<file path="config.mk">
export PLATFORM = sky130hd
export DESIGN_NAME = wash_sequencer
export DESIGN_NICKNAME = d
export VERILOG_FILES = /design/src/rtl/wash_sequencer_pkg.sv /design/src/rtl/wash_sequencer_phase_select.sv /design/src/rtl/wash_sequencer.sv
export SDC_FILE = /design/constraint.sdc
export NUM_CORES = 1
export LEC_CHECK = 0
export BUFFER_PORTS_ARGS = -buffer_cell sky130_fd_sc_hd__buf_4
export CORE_MARGIN = 4
export CORE_UTILIZATION = 55
export CTS_CLUSTER_SIZE = 24
export DETAILED_ROUTE_END_ITERATION = 7
export PLACE_DENSITY = 0.75
export SLEW_MARGIN = 20
export SYNTH_ARGS = -nofsm -noshare
export SYNTH_HDL_FRONTEND = slang
export SYNTH_SLANG_ARGS = --single-unit
</file>
<file path="constraint.sdc">
create_clock -name cp -period 3.1 [get_ports cp]
set_clock_uncertainty 0.15 [all_clocks]
set_input_delay 0.31 -clock cp [delete_from_list [all_inputs] [get_ports cp]]
set_output_delay 0.31 -clock cp [all_outputs]
set_load 0.005 [all_outputs]
</file>
<file path="src/rtl/wash_sequencer_pkg.sv">
// Shared definitions for the wash sequencer: state codes, phase indices,
// program masks and the per-phase duration table.
package wash_sequencer_pkg;

  typedef enum logic [2:0] {
    ST_SHUTDOWN = 3'd0,
    ST_BEGIN    = 3'd1,
    ST_SET      = 3'd2,
    ST_RUN      = 3'd3,
    ST_ERROR    = 3'd4,
    ST_PAUSE    = 3'd5,
    ST_FINISH   = 3'd6
  } stateT;

  localparam logic [2:0] PH_FILL1  = 3'd0;
  localparam logic [2:0] PH_WASH   = 3'd1;
  localparam logic [2:0] PH_DRAIN1 = 3'd2;
  localparam logic [2:0] PH_SPIN1  = 3'd3;
  localparam logic [2:0] PH_FILL2  = 3'd4;
  localparam logic [2:0] PH_RINSE  = 3'd5;
  localparam logic [2:0] PH_DRAIN2 = 3'd6;
  localparam logic [2:0] PH_SPIN2  = 3'd7;

  localparam logic [7:0] PROG_P0 = 8'hFF;
  localparam logic [7:0] PROG_P1 = 8'hF0;
  localparam logic [7:0] PROG_P2 = 8'h0F;
  localparam logic [7:0] PROG_P3 = 8'h01;

  typedef logic [7:0][5:0] durTableT;

  function automatic durTableT buildDurTable(input int tIn, input int tWash,
                                             input int tOut, input int tSpin,
                                             input int tRinse);
    durTableT t;
    t[PH_FILL1]  = 6'(tIn);
    t[PH_WASH]   = 6'(tWash);
    t[PH_DRAIN1] = 6'(tOut);
    t[PH_SPIN1]  = 6'(tSpin);
    t[PH_FILL2]  = 6'(tIn);
    t[PH_RINSE]  = 6'(tRinse);
    t[PH_DRAIN2] = 6'(tOut);
    t[PH_SPIN2]  = 6'(tSpin);
    return t;
  endfunction

  localparam durTableT DEFAULT_DURS = buildDurTable(3, 9, 3, 3, 6);

  // Mask bit 7 corresponds to phase 0.
  function automatic logic [7:0] phaseBit(input logic [2:0] idx);
    return 8'h80 >> idx;
  endfunction

  function automatic logic [7:0] maskTotal(input logic [7:0] mask, input durTableT durs);
    logic [7:0] sum;
    sum = 8'd0;
    for (int i = 0; i < 8; i++) begin
      if (mask[3'(7 - i)]) begin
        sum = sum + {2'b00, durs[3'(i)]};
      end else begin
        sum = sum;
      end
    end
    return sum;
  endfunction

  function automatic logic [7:0] nextProgram(input logic [7:0] mask);
    logic [7:0] nxt;
    case (mask)
      PROG_P0: nxt = PROG_P1;
      PROG_P1: nxt = PROG_P2;
      PROG_P2: nxt = PROG_P3;
      default: nxt = PROG_P0;
    endcase
    return nxt;
  endfunction

  function automatic logic [9:0] dataWord(input stateT st, input logic [7:0] mask);
    logic showMask;
    case (st)
      ST_SET, ST_RUN, ST_PAUSE, ST_ERROR: showMask = 1'b1;
      default:                            showMask = 1'b0;
    endcase
    return {st == ST_SET, st != ST_SHUTDOWN, showMask ? mask : 8'h00};
  endfunction

endpackage

</file>
<file path="src/rtl/wash_sequencer_phase_select.sv">
// Finds the lowest-numbered set phase at or after startIdx in a phase mask.
module wash_sequencer_phase_select
  import wash_sequencer_pkg::*;
(
  input  logic [7:0] mask,
  input  logic [2:0] startIdx,
  output logic [2:0] idx,
  output logic       valid
);

  // Descending scan so the lowest qualifying phase is the one left standing.
  always_comb begin
    idx   = 3'd0;
    valid = 1'b0;
    for (int i = 7; i >= 0; i--) begin
      if ((i >= int'(startIdx)) && mask[3'(7 - i)]) begin
        idx   = 3'(i);
        valid = 1'b1;
      end else begin
        idx   = idx;
        valid = valid;
      end
    end
  end

endmodule

</file>
<file path="src/rtl/wash_sequencer.sv">
// Washing-machine program sequencer: power-up dwell, program selection,
// timed phase execution with pause/lid fault handling, and finish dwell.
module wash_sequencer
  import wash_sequencer_pkg::*;
#(
  parameter int T_IN     = 3,
  parameter int T_WASH   = 9,
  parameter int T_OUT    = 3,
  parameter int T_SPIN   = 3,
  parameter int T_RINSE  = 6,
  parameter int BEGIN_S  = 2,
  parameter int FINISH_S = 5
) (
  input  logic       cp,
  input  logic       rst_n,
  input  logic       tick_1s,
  input  logic       power_btn,
  input  logic       start_btn,
  input  logic       mode_btn,
  input  logic       lid_open,
  output logic [2:0] state,
  output logic [9:0] data,
  output logic [2:0] shinning,
  output logic [5:0] phase_remain,
  output logic [7:0] total_remain,
  output logic       click
);

  localparam durTableT   DURS        = buildDurTable(T_IN, T_WASH, T_OUT, T_SPIN, T_RINSE);
  localparam logic [7:0] BEGIN_LAST  = 8'(BEGIN_S - 1);
  localparam logic [7:0] FINISH_LAST = 8'(FINISH_S - 1);

  stateT      stateR, nState;
  logic [7:0] maskR, nMask;
  logic [2:0] shinR, nShin;
  logic [5:0] phaseR, nPhase;
  logic [7:0] totalR, nTotal;
  logic [7:0] dwellR, nDwell;
  logic       clickR, nClick;
  logic [9:0] dataR;

  logic [7:0] selMask;
  logic [2:0] selStart;
  logic [2:0] selIdx;
  logic       selValid;

  // In SET the search starts the program; in RUN it finds the successor once
  // the current phase's bit is dropped.
  assign selMask  = (stateR == ST_SET) ? maskR : (maskR & ~phaseBit(shinR));
  assign selStart = (stateR == ST_SET) ? 3'd0 : shinR;

  wash_sequencer_phase_select phaseSelect (
    .mask     (selMask),
    .startIdx (selStart),
    .idx      (selIdx),
    .valid    (selValid)
  );

  // Next-state logic; one event acts per cycle, highest priority first.
  always_comb begin
    nState = stateR;
    nMask  = maskR;
    nShin  = shinR;
    nPhase = phaseR;
    nTotal = totalR;
    nDwell = dwellR;
    nClick = 1'b0;
    if (power_btn) begin
      nClick = 1'b1;
      nMask  = 8'h00;
      nShin  = 3'd0;
      nPhase = 6'd0;
      nTotal = 8'd0;
      nDwell = 8'd0;
      if (stateR == ST_SHUTDOWN) begin
        nState = ST_BEGIN;
      end else begin
        nState = ST_SHUTDOWN;
      end
    end else begin
      case (stateR)
        ST_SHUTDOWN: nState = ST_SHUTDOWN;
        ST_BEGIN: begin
          if (tick_1s) begin
            if (dwellR >= BEGIN_LAST) begin
              nState = ST_SET;
              nDwell = 8'd0;
              nMask  = PROG_P0;
              nTotal = maskTotal(PROG_P0, DURS);
            end else begin
              nDwell = dwellR + 8'd1;
            end
          end else begin
            nDwell = dwellR;
          end
        end
        ST_SET: begin
          if (start_btn) begin
            nClick = 1'b1;
            if (selValid) begin
              nState = ST_RUN;
              nShin  = selIdx;
              nPhase = DURS[selIdx];
            end else begin
              nState = ST_FINISH;
              nMask  = 8'h00;
              nTotal = 8'd0;
            end
          end else if (mode_btn) begin
            nClick = 1'b1;
            nMask  = nextProgram(maskR);
            nTotal = maskTotal(nextProgram(maskR), DURS);
          end else begin
            nState = ST_SET;
          end
        end
        ST_RUN: begin
          if (lid_open) begin
            nState = ST_ERROR;
          end else if (start_btn) begin
            nState = ST_PAUSE;
            nClick = 1'b1;
          end else if (tick_1s) begin
            if (phaseR <= 6'd1) begin
              nMask = selMask;
              if (selValid) begin
                nShin  = selIdx;
                nPhase = DURS[selIdx];
                nTotal = totalR - 8'd1;
              end else begin
                nState = ST_FINISH;
                nPhase = 6'd0;
                nTotal = 8'd0;
                nDwell = 8'd0;
              end
            end else begin
              nPhase = phaseR - 6'd1;
              nTotal = totalR - 8'd1;
            end
          end else begin
            nState = ST_RUN;
          end
        end
        ST_PAUSE: begin
          if (lid_open) begin
            nState = ST_ERROR;
          end else if (start_btn) begin
            nState = ST_RUN;
            nClick = 1'b1;
          end else begin
            nState = ST_PAUSE;
          end
        end
        ST_ERROR: begin
          if (start_btn && !lid_open) begin
            nState = ST_RUN;
            nClick = 1'b1;
          end else begin
            nState = ST_ERROR;
          end
        end
        ST_FINISH: begin
          if (tick_1s) begin
            if (dwellR >= FINISH_LAST) begin
              nState = ST_SHUTDOWN;
              nDwell = 8'd0;
              nShin  = 3'd0;
            end else begin
              nDwell = dwellR + 8'd1;
            end
          end else begin
            nDwell = dwellR;
          end
        end
        default: begin
          nState = ST_SHUTDOWN;
          nMask  = 8'h00;
          nShin  = 3'd0;
          nPhase = 6'd0;
          nTotal = 8'd0;
          nDwell = 8'd0;
        end
      endcase
    end
  end

  // State and output registers; data is decoded from the next state so it
  // is registered alongside everything else.
  always_ff @(posedge cp or negedge rst_n) begin
    if (!rst_n) begin
      stateR <= ST_SHUTDOWN;
      maskR  <= 8'h00;
      shinR  <= 3'd0;
      phaseR <= 6'd0;
      totalR <= 8'd0;
      dwellR <= 8'd0;
      clickR <= 1'b0;
      dataR  <= 10'd0;
    end else begin
      stateR <= nState;
      maskR  <= nMask;
      shinR  <= nShin;
      phaseR <= nPhase;
      totalR <= nTotal;
      dwellR <= nDwell;
      clickR <= nClick;
      dataR  <= dataWord(nState, nMask);
    end
  end

  assign state        = stateR;
  assign data         = dataR;
  assign shinning     = shinR;
  assign phase_remain = phaseR;
  assign total_remain = totalR;
  assign click        = clickR;

endmodule

</file>
# --- Yosys cells after proc, flatten, opt, wreduce, memory -nomap -nowiden ---
# Memories as Yosys holds them, arrays and structs flattened.
# Index checks and enable logic that the tools add are counted.
# Widths: inputs -> output; s select.
word_totals:
  rom_bits: 48
  input_bits: 7
  output_inout_bits: 31
  mem_count: 1
  elab_cells: 166
  register_bits: 47
memory_table:
  columns: ["name", "words", "word_bits", "read_ports", "rd_ports_with_merged_regs", "wr", "line", "text"]
  rows:
  - ["(no name shown)", 8, 6, 1, 0, 0, "wash_sequencer.sv:128", "nPhase = DURS[selIdx];"]
op_classes:
  reduce_logical: 17
  muxes: 97
  bitwise_logic: 2
  shifts: 1
  magnitude_cmp: 7
  n_addsub: 3
  n_eq_ne: 30
ops:
  columns: ["operator", "n"]
  rows:
  - ["$mux 8", 34]
  - ["$mux 3", 30]
  - ["$pmux 8 s4", 2]
  - ["$mux 6", 9]
  - ["$pmux 8 s3", 2]
  - ["$ne 3x3->1 const B", 10]
  - ["$reduce_and 8->1", 3]
  - ["$pmux 3 s6", 1]
  - ["$pmux 6 s3", 1]
  - ["$eq 8x8->1 const B", 2]
  - ["$mux 4", 4]
  - ["$reduce_or 4->1", 4]
  - ["$eq 3x3->1 const B", 5]
  - ["$eq 3x2->1 const B", 4]
  - ["$mux 1", 12]
  - ["$pmux 3 s4", 1]
  - ["$ge 3x3->1 const A", 3]
  - ["$add 8x1->8 const B", 1]
  - ["$and 8x8->8", 1]
  - ["$eq 8x4->1 const B", 1]
  - ["$ge 8x1->1 const B", 1]
  - ["$ge 8x3->1 const B", 1]
  - ["$ne 2x1->1 const B", 4]
  - ["$ne 4x4->1 const B", 2]
  - ["other kinds (16)", 19]

# --- Depth between registers and ports, before layout ---
depth:
  depth_word: 19
  mapped_depth: 8
  mapped_depth_nobuf: 7

# --- By module ---
# Synthesis repeated with hierarchy kept, for this count alone.
unflattened:
  cells_unflattened: 357
  hier_area_um2: 3120.5
by_module_without_submodules:
  columns: ["module", "cells_per_inst", "instances", "area_each_um2"]
  rows:
  - ["wash_sequencer", 345, 1, 3032.9]
  - ["wash_sequencer_phase_select", 12, 1, 87.6]

# --- Least setup slack after synthesis ---
# Ideal clock, no wire load.
synth_timing:
  kind: "flip-flop to flip-flop"
  startpoint: "register phaseR[3] (netlist: phase_remain[3])"
  endpoint: "register dwellR[0]"
  t_required_ns: 2.822
  period_less_slack_ns: 2.212
  setup_slack_ns: 0.888
  setup_ns: 0.128
  arrival_time_ns: 1.935
  stages_incl_launch_ff: 6
  n_path_buf: 0
  path_cell_list: "dfrtp_1 or4_4 nor4_2 nor2_2 a21oi_2 mux2_1"
synth_between:
  elab_chain_len: 3
synth_lines:
  columns: ["item", "line", "text"]
  rows:
  - ["from (decl)", "wash_sequencer.sv:36", "logic [5:0] phaseR, nPhase;"]
  - ["from (signal assigned)", "wash_sequencer.sv:203", "phaseR <= nPhase;"]
  - ["$le 6x1->1", "wash_sequencer.sv:124", "if (phaseR <= 6'd1) begin"]
  - ["$ne 3x3->1 (no line)", null, null]
  - ["$reduce_and 8->1 (no line)", null, null]
  - ["to (signal assigned)", "wash_sequencer.sv:205", "dwellR <= nDwell;"]
  - ["to (decl)", "wash_sequencer.sv:38", "logic [7:0] dwellR, nDwell;"]
# No other way between the ends.
# A chain may end at the register's enable or synchronous reset.

# --- Final worst setup path ---
layout_timing:
  startpoint: "register stateR[1] (netlist: state[1])"
  endpoint: "register phaseR[0] (netlist: phase_remain[0])"
layout_between:
  elab_chain_len: 16
layout_lines:
  columns: ["item", "line", "text"]
  rows:
  - ["from (decl)", "wash_sequencer.sv:33", "stateT stateR, nState;"]
  - ["from (signal assigned)", "wash_sequencer.sv:200", "stateR <= nState;"]
  - ["$eq 3x2->1", "wash_sequencer.sv:49, wash_sequencer.sv:50, wash_sequencer.sv:81", null]
  - ["$mux 3", "wash_sequencer.sv:50", "assign selStart = (stateR == ST_SET) ? 3'd0 : shinR;"]
  - ["$ge 3x3->1", "wash_sequencer_phase_select.sv:16", "if ((i >= int'(startIdx)) && mask[3'(7 - i)]) begin"]
  - ["$logic_and 1x1->1", "wash_sequencer_phase_select.sv:16", null]
  - ["$mux 3 (3 in a row)", "wash_sequencer_phase_select.sv:16", null]
  - ["$mem_v2 8x6", null, null]
  - ["$mux 6 (implied by the code)", "wash_sequencer.sv:128", null]
  - ["$mux 6", "wash_sequencer.sv:126", "if (selValid) begin"]
  - ["$mux 6", "wash_sequencer.sv:124", null]
  - ["$mux 6", "wash_sequencer.sv:123", "end else if (tick_1s) begin"]
  - ["$mux 6", "wash_sequencer.sv:120", "end else if (start_btn) begin"]
  - ["$mux 6", "wash_sequencer.sv:118", "if (lid_open) begin"]
  - ["$pmux 6 s3", "wash_sequencer.sv:81", "case (stateR)"]
  - ["$mux 6", "wash_sequencer.sv:68", "if (power_btn) begin"]
# Several ways; a longest one is shown, not always the timed one. The select of a mux whose other input is x is not followed.

==> metrics.cfg <==
[outcome]
status=complete, no violations

[finish]
fin_nets=415
syn2layout_area_growth_pct=13.8
antennaDiodeCount=0
drive_gt1_share_pct=17.9

[placed_design]
port_buffers=37
globalplace.congestion=0.953
hpwl_mm=6.25

[route]
dr.pass1.iters=5
drt_iter0_drc=360
drc=0
routed_wl_mm=8.71
dr_total_vias=3199
vias_per_cell=6.75
wl_per_cell_um=18.4
ant_nets=0

[synth]
syn_area_per_cell_um2=8.87
ys_ff_latch=47
synth_ff_type=dfrtp_1
synth_most_common_cell=dfrtp_1
synth_common_cells=47 x dfrtp_1, 25 x nor2_1, 23 x a21oi_1
synth_nets=383
yosys-top-cells-area=dfrtp_1 36%, a21oi_1 3.5%, o21ai_0 3.1%
synth_edf_count=0
seq_area_frac_synth_pct=35.9
synth_top_area_cell=dfrtp_1
ys_warn_count=0
syn_area_um2=3270
netlist_instances=369
ys_types=80
synth_top_area_share_pct=35.9
synthArstFlopShare_pct=100

[global_routing]
grt_pass1_wl_mm=14.5
grt_usage_pct=24.3
grt_pass1_vias=2941
overflow=0
grt_max_degree=48
antenna_found_initial=0

[cts]
cts.sinks=47
htreeDepth=2
cts_root_buffer=clkbuf_8
path_clk_slew_ns=0.09
cts_tree=built
numCtsBuffers=5
clk_latency_ns=0.30
post_cts_resize_count=0
clock_path_buffers=2

[setup_path]
regToRegStartpoint=state[1]$_DFF_PN0_
crit_arrival_ns=2.80
r2r_cells=6
reg2reg_setup_slack_ns=0.38
reg2reg_to=phase_remain[0]$_DFFE_PN0P_
crit_required_ns=3.18
critPathLaunchType=register
critical_path.endpoint_type=register
crit_type=register to register
cp_max_fo=23

[min_path]
min_from=power_btn
min_delay_path_depth=2
min_path_type=input pin to register
worstHoldEndpoint=click$_DFF_PN0_

[job]
drv_cap=0

[sta]
finalSetupViolCount=0
tightestPinTransition_ns=0.780
fmax_ghz=0.368
rsz0062_at_grt=false
slew_viol_final=0
slew_headroom_pct=47.6
setup_tns_ns=0
hold_viol_final=0
post-route-period-util_pct=87.6
fin_crit_ns=2.72

[power_and_ir_drop]
power.density_cell_area_nw_per_um2=491
p_leak_nw=1.61
finalPower_mw=1.83
vdd_drop_max_mv=0.359

[floorplanning]
die_w_um=85.1
die_area_um2=7250
core_area_um2=5640
initial_core_util_pct=58.0
ios=38
row_count=27
die_h_um=85.1

through the flow:
stage	hold WS [ns]	utilization, %	instance area, um^2	instances	setup slack [ns]
global placement	0.198	63.9	3600	465	0.543
floorplan	-0.136	-	3270	369	0.888
CTS	0.230	66.0	3720	474	0.456
detailed placement	0.216	63.9	3600	465	0.479
finish	0.254	66.0	3720	474	0.383
global route	0.237	66.0	3720	474	0.201
critical path, cell delays in order (launching register included):
cell and delay [ns]:
dfrtp_1 0.61, nor3b_2 0.30, nor3_1 0.67, o21ai_2 0.11, buf_4 0.22, o31ai_4 0.37
mux2i_1 0.23
layout make-up:
cell class	count	area, um^2
clock buffer	5	68.8
timing repair buffer	44	333
multi-input combinational	287	1950
fill	499	1920
inverter	16	60.1
sequential	47	1180
tap	72	90.1
clock inverter	3	43.8
worst max path at each step:
stage / startpoint / endpoint / depth (start not counted)
after floorplan: phase_remain[3]$_DFFE_PN0P_ / dwellR[0]$_DFFE_PN0P_ / 5
after global placement: state[1]$_DFF_PN0_ / phase_remain[1]$_DFFE_PN0P_ / 6
after detailed placement: state[1]$_DFF_PN0_ / total_remain[5]$_DFFE_PN0P_ / 4
after CTS: state[1]$_DFF_PN0_ / total_remain[5]$_DFFE_PN0P_ / 4
after global routing: state[1]$_DFF_PN0_ / total_remain[5]$_DFFE_PN0P_ / 4
final: state[1]$_DFF_PN0_ / phase_remain[0]$_DFFE_PN0P_ / 6
layout by cell type (no fill, tap or decap), types with 8 or more instances in the layout:
cell type,n
a211oi_1,12
a21oi_1,23
buf_4,43
dfrtp_1,47
inv_1,14
nand2_1,20
nand2b_1,8
nor2_1,25
nor3_1,12
o21a_1,9
o21ai_0,20
or3_1,9
power breakdown:
group	switching [mW]	leakage (nW)	internal [mW]
Sequential	0.0779	0.649	0.652
Clock	0.218	0.0581	0.240
Combinational	0.398	0.907	0.243
Total	0.695	1.61	1.13
layer usage:
| layer | vias to the layer above | track usage (%) | wire (um) |
|---|---|---|---|
| met1 | 1528 | 34.8 | 3840 |
| met3 | 19 | 3.50 | 635 |
| met5 | - | 0 | 0 |
| li1 | 1484 | - | - |
| met4 | 0 | 7.91 | 154 |
| met2 | 168 | 37.9 | 4080 |
registers in the layout (all words and copies together) (netlist names):
register,flops
total_remain,8
state,3
maskR,8
data,10
shinning,3
click,1
dwellR,8
phase_remain,6
what timing repair did:
action	in CTS	in global routing
endpoints found under the setup margin	0	0
hold buffers	1	0
buffers inserted	0	0
hold endpoints to repair	47	0
logic make-up after synthesis:
logic type               after synthesis  synth area share (%)
AND/OR/NAND/NOR                      136                  24.5
buffers and inverters                 35                  4.40
AO/OA/AOI/OAI                        137                  30.3
XOR/XNOR                               1                 0.268
multiplexers                           6                  1.91
flip-flops                            47                  35.9
adder cells (fa/ha/maj)                7                  2.68
No activity file was read; power rests on OpenSTA's default activity.
